--- src/rtl/mem_access_arbiter_if.sv ---
// Requester-side and array-side signals of the two-port memory access arbiter.
// Latency: n/a (wires only). Backpressure: requesters hold i_req_* until their o_ack_* pulse.
// MEM_ARB_STATS_EN adds the per-requester grant counters.
interface mem_access_arbiter_if #(
    parameter int ADDR_W = 3,
    parameter int DATA_W = 8
);
    logic              i_req_a;
    logic [ADDR_W-1:0] i_adr_a;
    logic              i_we_a;
    logic [DATA_W-1:0] i_wdata_a;
    logic              o_ack_a;
    logic              i_req_b;
    logic [ADDR_W-1:0] i_adr_b;
    logic              i_we_b;
    logic [DATA_W-1:0] i_wdata_b;
    logic              o_ack_b;
    logic [DATA_W-1:0] o_rdata;
    logic              o_busy;
    logic [ADDR_W-1:0] o_adr;
    logic              o_valid;
    logic              o_we;
    logic [DATA_W-1:0] o_wdata;
    logic [DATA_W-1:0] i_rdata;
`ifdef MEM_ARB_STATS_EN
    logic [7:0]        o_grant_cnt_a;
    logic [7:0]        o_grant_cnt_b;
`endif

    modport master (
        output i_req_a, i_adr_a, i_we_a, i_wdata_a,
        output i_req_b, i_adr_b, i_we_b, i_wdata_b,
        output i_rdata,
`ifdef MEM_ARB_STATS_EN
        input  o_grant_cnt_a, o_grant_cnt_b,
`endif
        input  o_ack_a, o_ack_b, o_rdata, o_busy, o_adr, o_valid, o_we, o_wdata
    );

    modport slave (
        input  i_req_a, i_adr_a, i_we_a, i_wdata_a,
        input  i_req_b, i_adr_b, i_we_b, i_wdata_b,
        input  i_rdata,
`ifdef MEM_ARB_STATS_EN
        output o_grant_cnt_a, o_grant_cnt_b,
`endif
        output o_ack_a, o_ack_b, o_rdata, o_busy, o_adr, o_valid, o_we, o_wdata
    );
endinterface

--- src/rtl/mem_access_arbiter.sv ---
// Round-robin two-requester arbiter sequencing one access at a time into the 8x8 bit array.
// Latency: ack in the cycle after edge sample+ACCESS_CYCLES+1; one transaction per ACCESS_CYCLES+3 cycles.
// Backpressure: losers simply keep i_req_* high; MEM_ARB_STATS_EN adds saturating grant counters.
module mem_access_arbiter #(
    parameter int ADDR_W        = 3,
    parameter int DATA_W        = 8,
    parameter int ACCESS_CYCLES = 1
) (
    input logic                i_clk,
    input logic                i_rst_n,
    mem_access_arbiter_if.slave bus
);
    typedef enum logic [1:0] {IDLE, SETUP, ACCESS, DONE} state_t;

    localparam logic [3:0] CNT_LOAD = 4'(ACCESS_CYCLES - 1);

    state_t            state;
    logic [3:0]        accCnt;
    logic              latWe;
    logic              latIdB;
    logic              favourB;
    logic              pickB;
    logic              ackA;
    logic              ackB;
    logic              busy;
    logic              valid;
    logic              we;
    logic [ADDR_W-1:0] adr;
    logic [DATA_W-1:0] wdata;
    logic [DATA_W-1:0] rdata;

    // B only wins a contest when A was granted last.
    always_comb begin
        pickB = bus.i_req_b && (!bus.i_req_a || favourB);
    end

    always_ff @(posedge i_clk or negedge i_rst_n) begin
        if (!i_rst_n) begin
            state   <= IDLE;
            accCnt  <= '0;
            latWe   <= 1'b0;
            latIdB  <= 1'b0;
            favourB <= 1'b0;
            ackA    <= 1'b0;
            ackB    <= 1'b0;
            busy    <= 1'b0;
            valid   <= 1'b0;
            we      <= 1'b0;
            adr     <= '0;
            wdata   <= '0;
            rdata   <= '0;
        end else begin
            case (state)
                IDLE: begin
                    if (bus.i_req_a || bus.i_req_b) begin
                        state  <= SETUP;
                        busy   <= 1'b1;
                        valid  <= 1'b1;
                        we     <= 1'b0;
                        latIdB <= pickB;
                        latWe  <= pickB ? bus.i_we_b    : bus.i_we_a;
                        adr    <= pickB ? bus.i_adr_b   : bus.i_adr_a;
                        wdata  <= pickB ? bus.i_wdata_b : bus.i_wdata_a;
                    end
                end
                SETUP: begin
                    state  <= ACCESS;
                    accCnt <= CNT_LOAD;
                    we     <= latWe;
                end
                ACCESS: begin
                    if (accCnt == 4'd0) begin
                        state <= DONE;
                        valid <= 1'b0;
                        we    <= 1'b0;
                        ackA  <= !latIdB;
                        ackB  <= latIdB;
                        if (!latWe) begin
                            rdata <= bus.i_rdata;
                        end
                    end else begin
                        accCnt <= accCnt - 4'd1;
                    end
                end
                DONE: begin
                    state   <= IDLE;
                    ackA    <= 1'b0;
                    ackB    <= 1'b0;
                    busy    <= 1'b0;
                    favourB <= !latIdB;
                end
                default: state <= IDLE;
            endcase
        end
    end

`ifdef MEM_ARB_STATS_EN
    logic [7:0] grantCntA;
    logic [7:0] grantCntB;

    always_ff @(posedge i_clk or negedge i_rst_n) begin
        if (!i_rst_n) begin
            grantCntA <= '0;
            grantCntB <= '0;
        end else if (state == DONE) begin
            if (!latIdB && grantCntA != 8'hFF) begin
                grantCntA <= grantCntA + 8'd1;
            end
            if (latIdB && grantCntB != 8'hFF) begin
                grantCntB <= grantCntB + 8'd1;
            end
        end
    end

    assign bus.o_grant_cnt_a = grantCntA;
    assign bus.o_grant_cnt_b = grantCntB;
`endif

    assign bus.o_ack_a = ackA;
    assign bus.o_ack_b = ackB;
    assign bus.o_busy  = busy;
    assign bus.o_valid = valid;
    assign bus.o_we    = we;
    assign bus.o_adr   = adr;
    assign bus.o_wdata = wdata;
    assign bus.o_rdata = rdata;
endmodule

--- src/flat_wrapper.sv ---
// flat-port wrapper written by rule: the top's interface ports become plain ports
module mem_access_arbiter_flat 
#(
    parameter int ADDR_W        = 3,
    parameter int DATA_W        = 8,
    parameter int ACCESS_CYCLES = 1
)
  (i_clk, i_rst_n, bus_i_req_a, bus_i_adr_a, bus_i_we_a, bus_i_wdata_a, bus_i_req_b, bus_i_adr_b, bus_i_we_b, bus_i_wdata_b, bus_i_rdata, bus_o_ack_a, bus_o_ack_b, bus_o_rdata, bus_o_busy, bus_o_adr, bus_o_valid, bus_o_we, bus_o_wdata);
  mem_access_arbiter_if #(.ADDR_W(ADDR_W), .DATA_W(DATA_W)) bus_i ();
  input logic i_clk;
  input logic i_rst_n;
  input wire logic [$bits(bus_i.i_req_a)-1:0] bus_i_req_a;
  input wire logic [$bits(bus_i.i_adr_a)-1:0] bus_i_adr_a;
  input wire logic [$bits(bus_i.i_we_a)-1:0] bus_i_we_a;
  input wire logic [$bits(bus_i.i_wdata_a)-1:0] bus_i_wdata_a;
  input wire logic [$bits(bus_i.i_req_b)-1:0] bus_i_req_b;
  input wire logic [$bits(bus_i.i_adr_b)-1:0] bus_i_adr_b;
  input wire logic [$bits(bus_i.i_we_b)-1:0] bus_i_we_b;
  input wire logic [$bits(bus_i.i_wdata_b)-1:0] bus_i_wdata_b;
  input wire logic [$bits(bus_i.i_rdata)-1:0] bus_i_rdata;
  output wire logic [$bits(bus_i.o_ack_a)-1:0] bus_o_ack_a;
  output wire logic [$bits(bus_i.o_ack_b)-1:0] bus_o_ack_b;
  output wire logic [$bits(bus_i.o_rdata)-1:0] bus_o_rdata;
  output wire logic [$bits(bus_i.o_busy)-1:0] bus_o_busy;
  output wire logic [$bits(bus_i.o_adr)-1:0] bus_o_adr;
  output wire logic [$bits(bus_i.o_valid)-1:0] bus_o_valid;
  output wire logic [$bits(bus_i.o_we)-1:0] bus_o_we;
  output wire logic [$bits(bus_i.o_wdata)-1:0] bus_o_wdata;
  assign bus_i.i_req_a = bus_i_req_a;
  assign bus_i.i_adr_a = bus_i_adr_a;
  assign bus_i.i_we_a = bus_i_we_a;
  assign bus_i.i_wdata_a = bus_i_wdata_a;
  assign bus_i.i_req_b = bus_i_req_b;
  assign bus_i.i_adr_b = bus_i_adr_b;
  assign bus_i.i_we_b = bus_i_we_b;
  assign bus_i.i_wdata_b = bus_i_wdata_b;
  assign bus_i.i_rdata = bus_i_rdata;
  assign bus_o_ack_a = bus_i.o_ack_a;
  assign bus_o_ack_b = bus_i.o_ack_b;
  assign bus_o_rdata = bus_i.o_rdata;
  assign bus_o_busy = bus_i.o_busy;
  assign bus_o_adr = bus_i.o_adr;
  assign bus_o_valid = bus_i.o_valid;
  assign bus_o_we = bus_i.o_we;
  assign bus_o_wdata = bus_i.o_wdata;
  mem_access_arbiter #(.ADDR_W(ADDR_W), .DATA_W(DATA_W), .ACCESS_CYCLES(ACCESS_CYCLES)) u_core (.i_clk(i_clk), .i_rst_n(i_rst_n), .bus(bus_i));
endmodule
--- config.mk ---
export PLATFORM = sky130hd
export DESIGN_NAME = mem_access_arbiter_flat
export DESIGN_NICKNAME = d
export VERILOG_FILES = /design/src/rtl/mem_access_arbiter_if.sv /design/src/rtl/mem_access_arbiter.sv /design/src/flat_wrapper.sv
export SDC_FILE = /design/constraint.sdc
export NUM_CORES = 1
export LEC_CHECK = 0
export CORE_MARGIN = 1.5
export CORE_UTILIZATION = 47
export DETAILED_ROUTE_END_ITERATION = 7
export GPL_TIMING_DRIVEN = 0
export PLACE_DENSITY = 0.84
export SYNTH_ARGS = -nofsm -noshare
export SYNTH_HDL_FRONTEND = slang
export SYNTH_SLANG_ARGS = --single-unit
--- constraint.sdc ---
create_clock -name i_clk -period 4.6 [get_ports i_clk]
set_input_delay 0.92 -clock i_clk [delete_from_list [all_inputs] [get_ports i_clk]]
set_output_delay 0.92 -clock i_clk [all_outputs]
set_load 0.02 [all_outputs]
* Yosys cells after proc, flatten, opt, wreduce, memory -nomap -nowiden
Cells that the tools add are included.
** Word-level totals
- Flip-flop bits (word level) :: 33
- Latch bits :: 0
- Memory bits (writable) :: 0
- Memory bits (read-only) :: 0
- Output and inout bits :: 24
- Logic and storage cells :: 59
- Memories :: 0
** Operators by class
- Add/sub/neg operators :: 1
- Multiply operators :: 0
- Divide/modulo/power cells :: 0
- Magnitude comparators :: 0
- Equality and inequality tests :: 6
- Shift-type cells :: 0
- Muxes and demuxes :: 18
- Bitwise gates (word level) :: 1
- Reduce and logical (&&, ||, !) cells :: 20
** Operator list (count)
- $reduce_and 2->1 :: 5
- $reduce_and 3->1 :: 3
- $mux 8 :: 1
- $pmux 1 s2 :: 4
- $pmux 2 s4 :: 1
- $pmux 4 s2 :: 1
- $reduce_bool 2->1 :: 4
- $mux 1 :: 6
- $eq 2x2->1 const B :: 2
- $logic_not 4->1 :: 1
- $mux 2 :: 2
- $mux 4 :: 1
- $ne 2x1->1 const B :: 2
- $sub 4x1->4 const B :: 1
- $mux 3 :: 1
- $pmux 1 s3 :: 1
- $reduce_bool 3->1 :: 1
- $eq 2x1->1 const B :: 1
- $logic_not 1->1 :: 2
- $logic_not 2->1 :: 1
- $logic_or 1x1->1 :: 2
- $ne 2x2->1 const B :: 1
- $logic_and 1x1->1 :: 1
- $not 1->1 :: 1

* Longest topological paths before layout
Gate-level depths: netlist of run 1.
- Depth in word-level cells :: 4
- Depth in mapped cells :: 7
- Mapped depth without buffers :: 5

* Worst setup path after synthesis of run 1
Ideal clock, no wire load.
- Kind :: input port to flip-flop
- Start :: in bus_i_req_b
- End :: reg u_core.wdata[3] (netlist: u_core.bus.o_wdata[3])
- Library setup time :: 0.082 ns
- Arrival time :: 1.778 ns
- Data required time :: 4.518 ns
- Slack :: 2.740 ns
- Stages on the path :: 6
- Path buffers :: 3
- Cells stage by stage :: clkbuf_1 -> o21a_1 -> buf_2 -> buf_2 -> nor2_1 -> a31oi_1
** On the way
- Longest elaborated chain between the ends :: 2
- Elaborated cells on any way between the ends :: 4
- Classes of those cells :: 1 x mux; 3 x reduce/logical
** RTL lines
- start: declaration :: line flat_wrapper.sv:16 : input wire logic [$bits(bus_i.i_req_b)-1:0] bus_i_req_b;
- $logic_and 1x1->1 / $logic_or 1x1->1 (equally long branches) :: line mem_access_arbiter.sv:34, mem_access_arbiter.sv:55
- $mux 8 / $reduce_and 2->1 (equally long branches)
- end signal: assignment :: line mem_access_arbiter.sv:63 : wdata <= pickB ? bus.i_wdata_b : bus.i_wdata_a;
- end: declaration :: line mem_access_arbiter.sv:29 : logic [DATA_W-1:0] wdata;
Several ways; a longest one is shown, not always the timed one.
A chain may end at the register's enable or synchronous reset.

* Worst setup path in the final report of run 1
- Start :: reg u_core.ackB (netlist: u_core.bus.o_ack_b)
- End :: out bus_o_ack_b
** RTL lines
- start: declaration :: line mem_access_arbiter.sv:24 : logic ackB;
- start signal: assignment :: line mem_access_arbiter.sv:77 : ackB <= latIdB;
- end: declaration :: line flat_wrapper.sv:22 : output wire logic [$bits(bus_i.o_ack_b)-1:0] bus_o_ack_b;
No word-level cell between the ends.

==> results.md, run 1 <==
* RSZ-0062 raised after global routing: no
* Synth Area per Inst at 10.06 sq um
* Hold Crit Depth at 1
* Critical path capture point type: output port
* Number of buffers added for setup after CTS at 0
* Reg clk slew, reported paths at 0.10 ns
* M3 GR Usage at 0.05590
* Combinational power share at 0.514
* Final setup violation count at 0
* GPL Wtd Cong at 0.7457
* Pint at 1.001 mW
* Worst endpoint data arrival time at 1.34 ns
* DRT Wirelength at 3893 um
* Syn Inst Count at 162
* Starting Density at 0.4886
* Syn Nets at 204
* Vias in the first global route at 1265
* Hold-fix buffers at CTS at 0
* Part of the cycle the worst path needs at 0.4923
* Crit path cell chain: clkdlybuf4s50_1
* Stages on the worst setup path at 1
* Initial DRC Count at 71
* Post-CTS resize count at 0
* Fmax at 441.6 MHz
* Synth top area share at 0.5065
* Synth warn at 0
* Crit path max-delay family: buffers and inverters
* Met2 usage at 0.3534
* Synthesized cell area at 1630 sq um
* Synthesis-stage register bit count at 33
* Overflow after GRT at 0
* Post-synth EDFFs at 0
* Slew Limit Fails at 0
* CTS root buf: clkbuf_4
* Share of the yosys chip area belonging to registers at 0.5065
* CP Data Required Time at 3.68 ns
* HP Class: register to register
* Final hold violation count at 0
* Psw at 0.6150 mW
* Vias per cell at 5.281
* Crit Path Max Fanout at 3
* Dpl cells at 266
* Largest net degree at the start of global routing at 34
* Worst VDD drop at 318.6 uV
* Final ANT Viol Nets at 0
* Worst-Skew Late Latency at 0.34 ns
* GRT busiest layer: met2
* Die X at 61.90 um
* Area leader, netlist: dfrtp_1
* Clk pwr share at 0.168
* Status: completed
* Filler Cells Inserted at 264
* Worst-Margin Slew at 0.7173 ns
* Register area at 825.8 sq um
* WL per Instance at 14.21 um
* Ys async rst share at 1.000
* Num CTS Buffers at 5
* ANT cells at 0
* First-pass GRT wire length at 5740 um
* R2R depth at 6
* Final Non-Filler Cells at 274
* Crit Path Category: register to output port
* Sw frac at 0.3805
* Initial antenna violation count at 0
* DR pass1 iterations at 4
* WP buf/inv at 1
* Total Routing Usage GR at 0.2120
* CP max stage delay at 0.62 ns
* CTS sink cnt at 33
* Multi-input gate area at 716.9 sq um
* Post-DP HPWL at 2894 um
* Post-route DRC violation count at 0
* Area Growth Syn to Fin at 45.13%
* CTS tree: yes
* Die area at 3831 sq um
* LEAKAGE at 0.9876 nW
* CTS Buffer Depth at 2
* Count leader, synth: dfrtp_1
* # rows at 21
* Clk_skew at 0.008891 ns
* Setup TNS at 0 ns
* Synth area leaders: dfrtp_1 (51%), nand3_1 (5.5%), mux2_2 (5.5%)
* Tmin final at 2.264 ns
* CP Launch Type: register
* CP max-delay cell: clkdlybuf4s50_1
* Synth Flop Type: dfrtp_1
* Commonest cells in the netlist: dfrtp_1 (33), nand3_1 (18), nor2_1 (17), o21ai_0 (15), a31oi_1 (13)
* Grt met1 use at 0.2596
* Max-slew headroom at 0.5218
* Sequential Power Share at 0.318
* Port-buffer cells at 58
* Layout cell share with drive strength beyond 1 at 0.1228
* Synth cell types at 31
* # Max-Cap Violations at 0
* Final net count at 269
* # H-tree levels at 2
* Die H at 61.90 um
* Vias at 1447
* Ports at 60
* Core area at 3337 sq um
* Cell Pwr Density at 683.1 nW/um^2
[final timing paths]
| path | from | end | slack (ns) |
|---|---|---|---|
| min | u_core.latIdB | u_core.favourB | 0.49 |
| max in group asynchronous | i_rst_n | u_core.latIdB | 3.52 |
| max | u_core.bus.o_ack_b | bus_o_ack_b | 2.34 |
| max reg2reg | u_core.accCnt[0] | u_core.state[1] | 2.79 |
| min in group asynchronous | i_rst_n | u_core.bus.o_rdata[5] | 0.62 |
| min reg2reg | u_core.latIdB | u_core.favourB | 0.49 |
[sequential cells by signal, indices dropped and copies added, names as in the netlist]
register            cells
u_core.bus.o_rdata      8
u_core.bus.o_busy       1
u_core.bus.o_valid      1
u_core.bus.o_ack_a      1
u_core.favourB          1
u_core.accCnt           4
u_core.latWe            1
u_core.latIdB           1
u_core.bus.o_ack_b      1
u_core.bus.o_adr        3
u_core.bus.o_wdata      8
u_core.state            2
u_core.bus.o_we         1
[kinds of logic (layout without fill, tap and decap cells)]
kind of cell             after synthesis  count (layout)  share of synthesized area
adder cells (fa/ha/maj)                6               6                    0.04605
flip-flops                            33              33                     0.5065
AO/OA/AOI/OAI                         37              37                     0.1389
buffers and inverters                 20              86                    0.05372
multiplexers                          12              12                    0.08059
AND/OR/NAND/NOR                       54              54                     0.1742
[area by class of cell]
| type | count | area share |
|---|---|---|
| Buffer | 11 | 0.02274 |
| Timing Repair Buffer | 58 | 0.2433 |
| Clock buffer | 5 | 0.01586 |
| Sequential cell | 33 | 0.3490 |
| Inverter | 9 | 0.01428 |
| Tap cell | 46 | 0.02433 |
| Multi-Input combinational cell | 109 | 0.3030 |
| Clock inverter | 3 | 0.02750 |
[per-stage QoR]
stage	worst slack [ns]	util	hold WS, ns	total power [mW]	instance area, sq um
6_report	2.336	0.7090	0.4902	1.616	2366
3_3_place_gp	1.958	0.6798	0.4804	1.328	2268
2_1_floorplan	2.740	-	0.4425	1.024	1630
4_1_cts	2.312	0.7090	0.4880	1.628	2366
3_5_place_dp	2.074	0.6783	0.4826	1.356	2263
5_1_grt	2.278	0.7090	0.5126	1.735	2366
[cells in the final DEF, fill, tap and decap left out, types with 2 or more instances in the layout]
master           instances
nand2_1                  6
a21oi_1                  3
nor2_1                  17
a31oi_1                 13
dfrtp_1                 33
bufinv_16                2
inv_1                    9
mux2_2                   8
o21ai_0                 15
nand4b_1                 2
nor3_1                   2
mux2i_1                  3
nor3b_2                  2
buf_2                    5
nand3_1                 18
nand3b_1                 2
ha_1                     6
clkbuf_1                 5
clkbuf_4                 5
clkdlybuf4s50_1         57
[power by group through the flow]
stage | clock network (mW) | logic (mW) | registers, mW
floorplan | 0 | 0.392 | 0.632
global placement | 0 | 0.813 | 0.515
detailed placement | 0 | 0.834 | 0.522
CTS | 0.276 | 0.837 | 0.516
global route | 0.287 | 0.915 | 0.533
finish | 0.271 | 0.830 | 0.515
[metal layers]
layer / part of all wire / vias up
li1: - / 701
met1: 0.40 / 683
met2: 0.53 / 53
met3: 0.050 / 10
met4: 0.023 / 0
met5: 0 / -
Power figures use the tool's default switching activity.
==> run 2: changes to the inputs <==
--- a/config.mk
+++ b/config.mk
@@ -6,10 +6,10 @@
 export NUM_CORES = 1
 export LEC_CHECK = 0
 export CORE_MARGIN = 1.5
-export CORE_UTILIZATION = 47
+export CORE_UTILIZATION = 40
 export DETAILED_ROUTE_END_ITERATION = 7
 export GPL_TIMING_DRIVEN = 0
-export PLACE_DENSITY = 0.84
+export PLACE_DENSITY = 0.76
 export SYNTH_ARGS = -nofsm -noshare
 export SYNTH_HDL_FRONTEND = slang
 export SYNTH_SLANG_ARGS = --single-unit
==> constraint.sdc (replaced) <==
create_clock -name i_clk -period 1.8 [get_ports i_clk]
set_input_delay 0.36 -clock i_clk [delete_from_list [all_inputs] [get_ports i_clk]]
set_output_delay 0.36 -clock i_clk [all_outputs]
set_load 0.02 [all_outputs]
==> results.md, run 2 (same netlist as run 1, synthesis figures left out) <==
* Status: completed
* Highest routed layer: met4
* Commonest cells after routing, fill and taps aside: clkdlybuf4s50_1 (57), dfrtp_1 (33), nand3_1 (18)
* Area Growth Syn to Fin at 48.81%
* Metal2 WL at 1755 um (-14%)
* Post-route DRC violation count at 0 (unchanged)
* Die X at 66.84 um (+8.0%)
* Final net count at 272 (+1.1%)
* Final Non-Filler Cells at 281 (+2.6%)
* DRT Wirelength at 3705 um (-4.8%)
* Worst endpoint data arrival time at 1.91 ns (+0.57 ns)
* Crit Path Category: register to register
* Overflow after GRT at 0 (unchanged)
* Power Total at 4.172 mW (+160%)
* Slew Limit Fails at 0 (unchanged)
* Vias in the first global route at 1286 (+1.7%)
* Part of the cycle the worst path needs at 0.9652
* CP Data Required Time at 1.97 ns (-1.71 ns)
* Final setup violation count at 0 (unchanged)
* Metal3 WL at 276 um (+41%)
* LEAKAGE at 1.024 nW (+3.7%)
* # Max-Cap Violations at 0 (unchanged)
* Vias at 1441 (-0.41%)
* HP Class: input port to asynchronous set/reset pin
* GPL Wtd Cong at 0.7511 (+0.72%)
* Setup TNS at 0 ns (unchanged)
* Starting Density at 0.4105 (-0.07804)
* Commonest non-fill, non-tap cell in the layout: clkdlybuf4s50_1
* CTS Buffer Depth at 2 (unchanged)
* Num CTS Buffers at 5 (unchanged)
* Reg clk slew, reported paths at 0.07 ns (-0.03 ns)
* Fmax at 575.6 MHz
* # rows at 23 (+9.5%)
* DR pass1 iterations at 4 (unchanged)
* Largest net degree at the start of global routing at 34 (unchanged)
* Post-DP HPWL at 2702 um (-6.6%)
* Core area at 3971 sq um (+19%)
* Ports at 60 (unchanged)
* Tmin final at 1.737 ns
* Hold-fix buffers at CTS at 0 (unchanged)
* Vias per cell at 5.128 (-2.9%)
* Worst VDD drop at 711.2 uV (+120%)
* ANT cells at 0 (unchanged)
* Total Routing Usage GR at 0.1790 (-0.03298)
* Clk_skew at 0.008216 ns (-0.0006748 ns)
* CTS root buf: clkbuf_8
* Final hold violation count at 0 (unchanged)
* CTS sink cnt at 33 (unchanged)
* M1 WL at 1593 um (+2.4%)
* Layout cell share with drive strength beyond 1 at 0.1558 (+0.03304)
* Dpl cells at 270 (+1.5%)
* First-pass GRT wire length at 5975 um (+4.1%)
* Max-slew headroom at 0.5303 (+0.008480)
* Final Util at 0.6109 (-0.09813)
* Die H at 66.84 um (+8.0%)
* CP Launch Type: register
* Port-buffer cells at 58 (unchanged)
* Critical path capture point type: register
* Worst-Margin Slew at 0.7046 ns (-0.01272 ns)
* Die area at 4468 sq um (+17%)
* CTS tree: yes
* Filler Cells Inserted at 337 (+28%)
* Initial DRC Count at 116 (+63%)
* Worst-Skew Late Latency at 0.28 ns (-0.06 ns)
* Cell Pwr Density at 1720 nW/um^2 (+150%)
* WL per Instance at 13.19 um (-7.2%)
* Final ANT Viol Nets at 0 (unchanged)
* # H-tree levels at 2 (unchanged)
* Initial antenna violation count at 0 (unchanged)
* Crit Path Max Fanout at 7 (+4)
-- run 2: metal layers --
layer | vias to the layer above | global-route usage
li1 | 707 | -
met1 | 669 | 0.2451
met5 | - | 0
met3 | 7 | 0.04223
met2 | 58 | 0.2713
met4 | 0 | 0.07398
-- run 2: stage by stage --
step | cell area, sq um | setup WS, ns | hold WS [ns]
after global placement | 2273 | -0.2909 | 0.4692
after CTS | 2379 | 0.005044 | 0.1548
after global routing | 2426 | -0.008529 | 0.1837
after detailed placement | 2268 | -0.07221 | 0.4606
final | 2426 | 0.06269 | 0.1254
after floorplan | 1630 | 0.08428 | 0.06441
-- run 2: area by class of cell --
type / count / area [sq um] / area share
sequential: 33 / 825.8 / 0.3404
multi-input combinational: 109 / 749.5 / 0.3089
timing repair buffer: 61 / 598.1 / 0.2465
clock buffer: 7 / 96.34 / 0.03971
tap: 50 / 62.56 / 0.02579
buffer: 11 / 55.05 / 0.02269
inverter: 9 / 33.78 / 0.01392
clock inverter: 1 / 5.005 / 0.002063
-- run 2: worst paths after layout --
path / from / cells past startpoint / endpoint / slack [ns]
worst max register to register: u_core.accCnt[0] / 6 / u_core.state[1] / 0.06
max in group asynchronous: i_rst_n / 1 / u_core.favourB / 1.22
worst min register to register: u_core.latIdB / 1 / u_core.favourB / 0.48
worst max-delay path: u_core.accCnt[0] / 6 / u_core.state[1] / 0.06
min in group i_clk: u_core.latIdB / 1 / u_core.favourB / 0.48
worst min-delay path: i_rst_n / 1 / u_core.accCnt[3] / 0.13
-- run 2: what timing repair did --
item                                   4_1_cts  5_1_grt
buffers inserted                             0        3
setup endpoints to repair                    9       10
resized for setup                            2        6
endpoints found under the hold margin        0        0
-- run 2: power by group --
part / internal, mW / switching (mW)
clock network: 0.345 / 0.254
logic: 1.12 / 1.12
registers: 1.10 / 0.225
-- run 2: worst max-delay path, stage by stage, from the launching register on --
cell     delay, ns
dfrtp_1       0.40
inv_2         0.11
ha_4          0.14
or3b_1        0.35
buf_6         0.15
a21oi_4       0.16
mux2_4        0.31
